--- src/rtl/ps2_keyboard_pkg.sv ---
// ps2_keyboard_pkg -- shared constants, receiver state encoding and parity helper
// Revision 1.0
`default_nettype none

package ps2_keyboard_pkg;

  typedef enum logic [1:0] {
    ST_IDLE   = 2'd0,
    ST_DATA   = 2'd1,
    ST_PARITY = 2'd2,
    ST_STOP   = 2'd3
  } ps2_state_e;

  localparam int         PS2_FILTER_LEN      = 4;
  localparam int         PS2_TIMEOUT_DEFAULT = 12500;
  localparam logic [7:0] PS2_BREAK_CODE      = 8'hF0;

  // PS/2 uses odd parity over the eight data bits plus the parity bit.
  function automatic logic odd_parity_ok(input logic [7:0] data, input logic par);
    return ^{data, par};
  endfunction

endpackage

`default_nettype wire

--- src/rtl/ps2_keyboard_if.sv ---
// ps2_keyboard_if -- host-side read port of the PS/2 keyboard receiver
// Revision 1.0
`default_nettype none

interface ps2_keyboard_if;
  logic       ps2i_rdn;
  logic [7:0] ps2o_scan_code;
  logic       ps2o_data_ready;
  logic       ps2o_frame_err;
  logic       ps2o_overflow;

  modport master (
    output ps2i_rdn,
    input  ps2o_scan_code,
    input  ps2o_data_ready,
    input  ps2o_frame_err,
    input  ps2o_overflow
  );

  modport slave (
    input  ps2i_rdn,
    output ps2o_scan_code,
    output ps2o_data_ready,
    output ps2o_frame_err,
    output ps2o_overflow
  );
endinterface

`default_nettype wire

--- src/rtl/ps2_keyboard_fifo.sv ---
// ps2_fifo -- power-of-two scan-code buffer with a registered head byte (0 when empty)
// Revision 1.0
`default_nettype none

module ps2_fifo #(
  parameter  int DEPTH = 4,
  parameter  int WIDTH = 8,
  localparam int PW    = $clog2(DEPTH),
  localparam int CW    = PW + 1
) (
  input  wire logic             clk_i,
  input  wire logic             rst_ni,
  input  wire logic             push_i,
  input  wire logic [WIDTH-1:0] data_i,
  input  wire logic             pop_i,
  output logic      [WIDTH-1:0] head_o,
  output logic                  full_o,
  output logic                  empty_o,
  output logic      [CW-1:0]    count_o
);

  logic [WIDTH-1:0] mem_q [DEPTH];
  logic [PW-1:0]    wr_ptr_q;
  logic [PW-1:0]    rd_ptr_q;
  logic [PW-1:0]    rd_ptr_d;
  logic [CW-1:0]    count_q;
  logic [CW-1:0]    count_d;
  logic [WIDTH-1:0] head_q;
  logic [WIDTH-1:0] head_d;
  logic             w_do_push;
  logic             w_do_pop;

  assign full_o  = (count_q == CW'(DEPTH));
  assign empty_o = (count_q == '0);
  assign count_o = count_q;
  assign head_o  = head_q;

  // Head is precomputed so the visible byte is a plain register; a push into
  // the slot that becomes the head must bypass the not-yet-written memory.
  always_comb begin
    w_do_pop  = pop_i && (count_q != '0);
    w_do_push = push_i && (!full_o || w_do_pop);
    rd_ptr_d  = rd_ptr_q + PW'(w_do_pop);
    count_d   = count_q + CW'(w_do_push) - CW'(w_do_pop);
    if (count_d == '0) begin
      head_d = '0;
    end else if (w_do_push && (wr_ptr_q == rd_ptr_d)) begin
      head_d = data_i;
    end else begin
      head_d = mem_q[rd_ptr_d];
    end
  end

  always_ff @(posedge clk_i) begin
    if (w_do_push) begin
      mem_q[wr_ptr_q] <= data_i;
    end
  end

  always_ff @(posedge clk_i or negedge rst_ni) begin
    if (!rst_ni) begin
      wr_ptr_q <= '0;
      rd_ptr_q <= '0;
      count_q  <= '0;
      head_q   <= '0;
    end else begin
      wr_ptr_q <= wr_ptr_q + PW'(w_do_push);
      rd_ptr_q <= rd_ptr_d;
      count_q  <= count_d;
      head_q   <= head_d;
    end
  end

endmodule

`default_nettype wire

--- src/rtl/ps2_keyboard.sv ---
// ps2_keyboard -- PS/2 keyboard receiver with glitch filter, timeout and scan-code FIFO.
// Optional macro PS2_BREAK_FILTER_EN drops 8'hF0 and the byte after it. Revision 1.0
`default_nettype none

module ps2_keyboard
  import ps2_keyboard_pkg::*;
#(
  parameter int FIFO_DEPTH     = 4,
  parameter int TIMEOUT_CYCLES = PS2_TIMEOUT_DEFAULT
) (
  input  wire logic      ps2i_clk,
  input  wire logic      ps2i_rst,
  input  wire logic      ps2i_kbd_clk,
  input  wire logic      ps2i_kbd_data,
  ps2_keyboard_if.slave  bus
);

  localparam int TW = (TIMEOUT_CYCLES > 1) ? $clog2(TIMEOUT_CYCLES) : 1;
  localparam int CW = $clog2(FIFO_DEPTH) + 1;

  logic [1:0]                kclk_sync_q;
  logic [1:0]                kdat_sync_q;
  logic [PS2_FILTER_LEN-1:0] kclk_hist_q;
  logic                      kclk_filt_q;
  logic                      sample_q;

  ps2_state_e                state_q;
  logic [2:0]                bitcnt_q;
  logic [7:0]                shift_q;
  logic                      par_ok_q;
  logic [TW-1:0]             tmo_q;
  logic                      push_q;
  logic                      frame_err_q;
  logic                      rdn_q;
  logic                      overflow_q;

  logic                      w_kdat;
  logic                      w_timeout;
  logic                      w_stop_evt;
  logic                      w_byte_ok;
  logic                      w_frame_bad;
  logic                      w_deliver;
  logic                      w_pop;
  logic                      w_full;
  logic                      w_empty;
  logic [CW-1:0]             w_count;
  logic [7:0]                w_head;

  always_ff @(posedge ps2i_clk or negedge ps2i_rst) begin
    if (!ps2i_rst) begin
      kclk_sync_q <= 2'b11;
      kdat_sync_q <= 2'b11;
      kclk_hist_q <= '1;
      kclk_filt_q <= 1'b1;
      sample_q    <= 1'b0;
    end else begin
      kclk_sync_q <= {kclk_sync_q[0], ps2i_kbd_clk};
      kdat_sync_q <= {kdat_sync_q[0], ps2i_kbd_data};
      kclk_hist_q <= {kclk_hist_q[PS2_FILTER_LEN-2:0], kclk_sync_q[1]};
      if (&kclk_hist_q) begin
        kclk_filt_q <= 1'b1;
      end else if (~|kclk_hist_q) begin
        kclk_filt_q <= 1'b0;
      end
      sample_q <= kclk_filt_q && (~|kclk_hist_q);
    end
  end

  assign w_kdat      = kdat_sync_q[1];
  assign w_timeout   = (state_q != ST_IDLE) && !sample_q && (tmo_q == TW'(TIMEOUT_CYCLES - 1));
  assign w_stop_evt  = sample_q && (state_q == ST_STOP);
  assign w_byte_ok   = w_stop_evt && w_kdat && par_ok_q;
  assign w_frame_bad = w_timeout || (w_stop_evt && !(w_kdat && par_ok_q));

`ifdef PS2_BREAK_FILTER_EN
  logic skip_q;

  // A break prefix suppresses itself and the key code that follows it.
  always_ff @(posedge ps2i_clk or negedge ps2i_rst) begin
    if (!ps2i_rst) begin
      skip_q <= 1'b0;
    end else if (w_frame_bad) begin
      skip_q <= 1'b0;
    end else if (w_byte_ok) begin
      skip_q <= !skip_q && (shift_q == PS2_BREAK_CODE);
    end
  end

  assign w_deliver = w_byte_ok && !skip_q && (shift_q != PS2_BREAK_CODE);
`else
  assign w_deliver = w_byte_ok;
`endif

  always_ff @(posedge ps2i_clk or negedge ps2i_rst) begin
    if (!ps2i_rst) begin
      state_q     <= ST_IDLE;
      bitcnt_q    <= 3'd0;
      shift_q     <= 8'h00;
      par_ok_q    <= 1'b0;
      tmo_q       <= '0;
      push_q      <= 1'b0;
      frame_err_q <= 1'b0;
    end else begin
      push_q      <= w_deliver;
      frame_err_q <= w_frame_bad;
      if ((state_q == ST_IDLE) || sample_q) begin
        tmo_q <= '0;
      end else begin
        tmo_q <= tmo_q + TW'(1);
      end
      if (w_timeout) begin
        state_q <= ST_IDLE;
      end else if (sample_q) begin
        case (state_q)
          ST_IDLE: begin
            if (!w_kdat) begin
              state_q  <= ST_DATA;
              bitcnt_q <= 3'd0;
            end
          end
          ST_DATA: begin
            shift_q  <= {w_kdat, shift_q[7:1]};
            bitcnt_q <= bitcnt_q + 3'd1;
            if (bitcnt_q == 3'd7) begin
              state_q <= ST_PARITY;
            end
          end
          ST_PARITY: begin
            par_ok_q <= odd_parity_ok(shift_q, w_kdat);
            state_q  <= ST_STOP;
          end
          default: begin
            state_q <= ST_IDLE;
          end
        endcase
      end
    end
  end

  // One pop per read: on the rising edge of the active-low strobe.
  always_ff @(posedge ps2i_clk or negedge ps2i_rst) begin
    if (!ps2i_rst) begin
      rdn_q      <= 1'b1;
      overflow_q <= 1'b0;
    end else begin
      rdn_q <= bus.ps2i_rdn;
      if (push_q && w_full && !w_pop) begin
        overflow_q <= 1'b1;
      end
    end
  end

  assign w_pop = bus.ps2i_rdn && !rdn_q && (w_count != '0);

  ps2_fifo #(
    .DEPTH (FIFO_DEPTH),
    .WIDTH (8)
  ) u_fifo (
    .clk_i   (ps2i_clk),
    .rst_ni  (ps2i_rst),
    .push_i  (push_q),
    .data_i  (shift_q),
    .pop_i   (w_pop),
    .head_o  (w_head),
    .full_o  (w_full),
    .empty_o (w_empty),
    .count_o (w_count)
  );

  assign bus.ps2o_scan_code  = w_head;
  assign bus.ps2o_data_ready = !w_empty;
  assign bus.ps2o_frame_err  = frame_err_q;
  assign bus.ps2o_overflow   = overflow_q;

endmodule

`default_nettype wire

--- src/flat_wrapper.sv ---
// flat-port wrapper written by rule: the top's interface ports become plain ports
module ps2_keyboard_flat import ps2_keyboard_pkg::*;
#(
  parameter int FIFO_DEPTH     = 4,
  parameter int TIMEOUT_CYCLES = PS2_TIMEOUT_DEFAULT
)
  (ps2i_clk, ps2i_rst, ps2i_kbd_clk, ps2i_kbd_data, bus_ps2i_rdn, bus_ps2o_scan_code, bus_ps2o_data_ready, bus_ps2o_frame_err, bus_ps2o_overflow);
  ps2_keyboard_if bus_i ();
  input  wire logic ps2i_clk;
  input  wire logic ps2i_rst;
  input  wire logic ps2i_kbd_clk;
  input  wire logic ps2i_kbd_data;
  input wire logic [$bits(bus_i.ps2i_rdn)-1:0] bus_ps2i_rdn;
  output wire logic [$bits(bus_i.ps2o_scan_code)-1:0] bus_ps2o_scan_code;
  output wire logic [$bits(bus_i.ps2o_data_ready)-1:0] bus_ps2o_data_ready;
  output wire logic [$bits(bus_i.ps2o_frame_err)-1:0] bus_ps2o_frame_err;
  output wire logic [$bits(bus_i.ps2o_overflow)-1:0] bus_ps2o_overflow;
  assign bus_i.ps2i_rdn = bus_ps2i_rdn;
  assign bus_ps2o_scan_code = bus_i.ps2o_scan_code;
  assign bus_ps2o_data_ready = bus_i.ps2o_data_ready;
  assign bus_ps2o_frame_err = bus_i.ps2o_frame_err;
  assign bus_ps2o_overflow = bus_i.ps2o_overflow;
  ps2_keyboard #(.FIFO_DEPTH(FIFO_DEPTH), .TIMEOUT_CYCLES(TIMEOUT_CYCLES)) u_core (.ps2i_clk(ps2i_clk), .ps2i_rst(ps2i_rst), .ps2i_kbd_clk(ps2i_kbd_clk), .ps2i_kbd_data(ps2i_kbd_data), .bus(bus_i));
endmodule
--- config.mk ---
export PLATFORM = sky130hd
export DESIGN_NAME = ps2_keyboard_flat
export DESIGN_NICKNAME = d
export VERILOG_FILES = /design/src/rtl/ps2_keyboard_pkg.sv /design/src/rtl/ps2_keyboard_if.sv /design/src/rtl/ps2_keyboard_fifo.sv /design/src/rtl/ps2_keyboard.sv /design/src/flat_wrapper.sv
export SDC_FILE = /design/constraint.sdc
export NUM_CORES = 1
export LEC_CHECK = 0
export CAP_MARGIN = 20
export CORE_MARGIN = 8
export CORE_UTILIZATION = 35
export CTS_BUF_LIST = sky130_fd_sc_hd__clkbuf_4 sky130_fd_sc_hd__clkbuf_8
export CTS_CLUSTER_SIZE = 14
export DETAILED_ROUTE_END_ITERATION = 8
export PLACE_DENSITY = 0.5
export SLEW_MARGIN = 20
export SYNTH_ARGS = -nofsm -noshare
export SYNTH_HDL_FRONTEND = slang
export SYNTH_HIERARCHICAL = 1
export SYNTH_SLANG_ARGS = --single-unit
--- constraint.sdc ---
create_clock -name ps2i_clk -period 3.25 [get_ports ps2i_clk]
set_input_delay 0.4875 -clock ps2i_clk [delete_from_list [all_inputs] [get_ports ps2i_clk]]
set_output_delay 0.4875 -clock ps2i_clk [all_outputs]
set_load 0.02 [all_outputs]
Yosys cells after proc, flatten, opt, wreduce, memory -nomap -nowiden
Memory sizes are Yosys's and may differ from the RTL's.
Cells that the tools add are included.
W data, S select, Z words.
- register bits: 57
- RAM bits: 32
- input port bits: 5
- output and inout port bits: 11
- logic and storage cells: 90
- memories: 1
- memory list (memory ; words ; width ; read ports ; clocked after Yosys merged registers in ; write ports ; RTL line ; source):
    u_core.u_fifo.mem_q ; 4 ; 8 ; 1 ; 0 ; 1 ; ps2_keyboard_fifo.sv:22 ; logic [WIDTH-1:0] mem_q [DEPTH];
- add/sub/neg operators: 6
- eq/ne operators: 11
- mux-type cells: 14
- bitwise gates (word level): 1
- reductions and logical operators: 39
- operators with widths (cell ; number):
    $mux W8 ; 2
    $logic_and A1 B1 Y1 ; 15
    $add A14 B1 Y14 const B ; 1
    $eq A14 B14 Y1 const B ; 1
    $mux W14 ; 1
    $reduce_and A3 Y1 ; 3
    $reduce_xor A9 Y1 ; 1
    $mux W2 ; 4
    $reduce_and A4 Y1 ; 2
    $logic_not A1 Y1 ; 7
    $eq A3 B3 Y1 const B ; 2
    $logic_not A3 Y1 ; 2
    $pmux W2 S3 ; 1
    $pmux W3 S2 ; 1
    $reduce_bool A2 Y1 ; 3
    $add A2 B1 Y2 ; 2
    $eq A2 B2 Y1 const B ; 2
    $mux W1 ; 4
    $reduce_or A4 Y1 ; 1
    $add A3 B1 Y3 ; 1
    $add A3 B1 Y3 const B ; 1
    $logic_or A1 B1 Y1 ; 3
    $mux W3 ; 1
    $ne A3 B1 Y1 const B ; 1
    other kinds (9) ; 9

Depth between registers and ports, before layout
- word-level depth: 10
- gate-level depth with buffers: 11

Cells and area by module
The synthesis kept the hierarchy.
- by module, submodules not included (module ; instances ; cells an instance ; area each (sq um) ; seq. area each (sq um)):
    ps2_fifo ; 1 ; 98 ; 1910.6 ; 1336.3
    ps2_keyboard ; 1 ; 153 ; 1859.3 ; 1063.5

Least setup slack after synthesis
Ideal clock, no wire load.
- path type: register -> register
- start: register u_core.u_fifo.count_q[1], in the netlist u_core/u_fifo/count_o[1]
- end: register u_core.u_fifo.head_q[0], in the netlist u_core/u_fifo/head_o[0]
- data arrival time: 2738 ps
- required time: 3114 ps
- slack: 377 ps
- cell stages (with the launch flop): 12
- path buffers: 0
- cells stage by stage: dfrtp_1 nor3_1 nor3b_1 or4b_1 nand2_1 o21ai_0 ha_1 fa_1 xor2_1 xnor2_1 nor3_2 nor2_1
- cells in the longest elaborated chain, start to end: 9
- RTL lines (item ; RTL line ; source):
    start: declaration ; ps2_keyboard_fifo.sv:26 ; logic [CW-1:0] count_q;
    start signal: assignment ; ps2_keyboard_fifo.sv:69 ; count_q <= count_d;
    $reduce_bool A3 Y1 (*) ; ps2_keyboard.sv:153 ; assign w_pop = bus.ps2i_rdn && !rdn_q && (w_count != '0);
    $logic_and A1 B1 Y1 (*) ; ps2_keyboard.sv:153 ;
    net u_core.w_pop ; ps2_keyboard.sv:43 ; logic w_pop;
    $logic_and A1 B1 Y1 (*) ; ps2_keyboard_fifo.sv:41 ; w_do_pop = pop_i && (count_q != '0);
    $logic_or A1 B1 Y1 ; ps2_keyboard_fifo.sv:42 ; w_do_push = push_i && (!full_o || w_do_pop);
    $logic_and A1 B1 Y1 ; ps2_keyboard_fifo.sv:42 ;
    $add A3 B1 Y3 ; ps2_keyboard_fifo.sv:44 ; count_d = count_q + CW'(w_do_push) - CW'(w_do_pop);
    $sub A3 B1 Y3 (*) ; ps2_keyboard_fifo.sv:44 ;
    net u_core.u_fifo.count_d[2] ; ps2_keyboard_fifo.sv:27 ; logic [CW-1:0] count_d;
    $logic_not A3 Y1 (*) ; ps2_keyboard_fifo.sv:45 ; if (count_d == '0) begin
    $mux W8 (*) ; ps2_keyboard_fifo.sv:45 ;
    net u_core.u_fifo.head_d[0] ; ps2_keyboard_fifo.sv:29 ; logic [WIDTH-1:0] head_d;
    end signal: assignment ; ps2_keyboard_fifo.sv:65 ; head_q <= '0;
    end signal: assignment ; ps2_keyboard_fifo.sv:70 ; head_q <= head_d;
    end: declaration ; ps2_keyboard_fifo.sv:28 ; logic [WIDTH-1:0] head_q;
Mark *: on every way through the listed nets, which the timed path passes. The rest lies on a longest branch.
A chain may end at the register's enable or synchronous reset.

Worst setup path in the final report
Ends and elaborated chain as after synthesis.

==> qor.csv <==
metric,value,unit
Final setup violation count,0,
Clock transition at path regs,100,ps
first-pass GRT wire length,10.7,mm
Sequential Area,0.00240,mm2
Synth Flop Type,dfrtp_1,
Detailed Place HPWL,4.24,mm
Async SR Flop Fraction,64.0,%
clk_skew,11.8,ps
most common cell in the netlist,dfrtp_1,
Power Dens Cells,617,mW/mm2
GRT Util Overall,9.41,%
Final Routed Wirelength,6.20,mm
Pins Over Slew Limit,0,
status,finished clean,
commonest cells in the synthesized netlist,"47 x dfrtp_1, 32 x edfxtp_1, 26 x nor2_1",
number of DRC markers in iteration 0,101,
largest cells by area after synthesis,"dfrtp_1 31%, edfxtp_1 25%, dfstp_2 7.0%",
startpoint types,register,
VDD IR max,0.000263,V
CTS root buffer,clkbuf_8,
Fin. Hold Viols,0,
normalized max-slew margin,59.8,%
Period minus WS final,2800,ps
synth unique cells,47,
period utilization,86.1,%
"Area growth, synth to finish",15.9,%
share of the synthesized area in the top cell type,31.2,%
initial antenna violation count,0,
CTS Sinks,89,
largest net degree at the start of global routing,27,
total die area,0.0143,mm2
vias in the first global route,2070,
post_cts resized,0,
"Max FO, Critical Path",8,
Mapped Area,0.00377,mm2
Max Buffers Root-to-Sink,2,
Total Power,2.70,mW
number of diodes,0,
Top Ports,16,
worst setup path class,register to register,
syn_nets,268,
Worst Tran Pin Value,603,ps
register bit total from synthesis,89,
Post-route DRC,0,
CTS tree,built,
Post-synth EDFFs,32,
IO Port Bufs,15,
WL/cell,14.5,um
DP Worst Slack,101,ps
placer congestion estimate,0.695,
nets,298,
total number of vias,2017,
"area leader, netlist",dfrtp_1,
placed inst area,0.00414,mm2
Yosys warning total,6,
Hold/Removal Path Class,primary input to async pin,
final worst setup slack,452,ps
antenna-violating nets left,0,
Crit. End Element,register,
# rows,38,
Fill cells,1012,
"Seq/Total Area, Yosys",63.7,%
Max Cap Viol,0,
total setup buffers inserted after CTS,0,
fmax,357,MHz
cell area after layout,0.00437,mm2
die height,120,um
die span in x,120,um
share of cells above drive strength 1,19.2,%
cts hold-fix bufs,0,
Layout Utilization,40.8,%
multi-input logic area,0.00132,mm2
grt total ovfl,0,
Mapped Avg Cell Area,15.0,um2
Core ar.,0.0107,mm2
Vias/cell,4.73,
CTS H-tree depth,3,
leakage,1.83,nW
RSZ-0062 raised after global routing,false,
cts bufs inserted,9,
Clock Latency Late Sink,350,ps
Starting Density,35.2,%
Worst EP arrival,3030,ps
TritonRoute pass-1 iters,4,
Critical Path RT,3490,ps
total negative setup slack,0,ps
Post-Synthesis Cells,251,
worst max-delay path, cell delays in order (launching register included):
cell	delay [ps]
dfrtp_1	460
nor3_1	220
nor3b_1	80
or4b_1	540
nand2_1	110
o21ai_0	100
ha_1	190
fa_1	370
xor2_1	160
xnor2_1	150
nor3_2	100
buf_4	170
nor2_1	50
kinds of logic (layout without fill, tap and decap cells):
family	count (synthesis)	after routing	synth area share (%)
fa+ha+maj	12	12	4.18
flops	89	89	63.7
simple gates	72	72	10.8
buf+inv	14	49	1.43
xor+xnor	25	25	7.07
mux	25	25	10.2
compound gates	14	14	2.66
registers in the layout (all words and copies together) (netlist names), 3 cells and up:
name and count:
u_core/u_fifo/mem_q 32, u_core/tmo_q 14, u_core/shift_q 8, u_core/u_fifo/head_o 8, u_core/kclk_hist_q 4, u_core/bitcnt_q 3, u_core/u_fifo/count_o 3
power breakdown:
part           internal, mW  switching, mW  total, mW  leakage, nW
clock network         0.441          0.399      0.840        0.110
registers              1.23         0.0603       1.29         1.02
logic                 0.279          0.283      0.561        0.703
total                  1.95          0.742       2.70         1.83
worst paths after layout:
kind                                                          from                                 to  slack (ps)  cells past startpoint
worst max-delay path            u_core/u_fifo/count_o[1]$_DFF_PN0_  u_core/u_fifo/head_o[0]$_DFF_PN0_         450                     12
worst min-delay path                                      ps2i_rst  u_core/u_fifo/head_o[2]$_DFF_PN0_         130                      1
worst max register to register  u_core/u_fifo/count_o[1]$_DFF_PN0_  u_core/u_fifo/head_o[0]$_DFF_PN0_         450                     12
worst min register to register     u_core/kclk_sync_q[1]$_DFF_PN1_    u_core/kclk_hist_q[0]$_DFF_PN1_         360                      0
max in group asynchronous                                 ps2i_rst    u_core/kclk_hist_q[1]$_DFF_PN1_        2360                      2
min in group ps2i_clk              u_core/kclk_sync_q[1]$_DFF_PN1_    u_core/kclk_hist_q[0]$_DFF_PN1_         360                      0
placed cells by master (no fill, tap or decap), types with 9 or more instances in the layout:
cell,instances
dfrtp_1,47
edfxtp_1,32
nor2_1,26
xor2_1,15
clkdlybuf4s50_1,14
ha_1,11
nand2_1,10
dfstp_2,10
buf_4,10
clkbuf_8,9
mux2_2,9
stage by stage:
step / hold WS [ps] / std cells
after floorplan: 192 / 251
after global placement: 347 / 410
after detailed placement: 348 / 410
after CTS: 143 / 426
after global routing: 152 / 426
final: 134 / 426
area by class of cell:
type	instances	share of cell area [%]
clock buffers	9	2.84
inverters	8	0.687
repair buffers	25	5.04
well taps	140	4.01
flip-flops and latches	89	54.9
clock inverters	7	2.35
multi-input cells	148	30.1
layer usage:
metal  GRT usage, %  vias up  routed length, um
met5              0        -                  0
met4           2.81        0                 36
met3           3.38        2                193
met2           14.9       22               2980
met1           11.9     1026               2990
li1               -      967                  -
No activity file was read; power rests on OpenSTA's default activity.
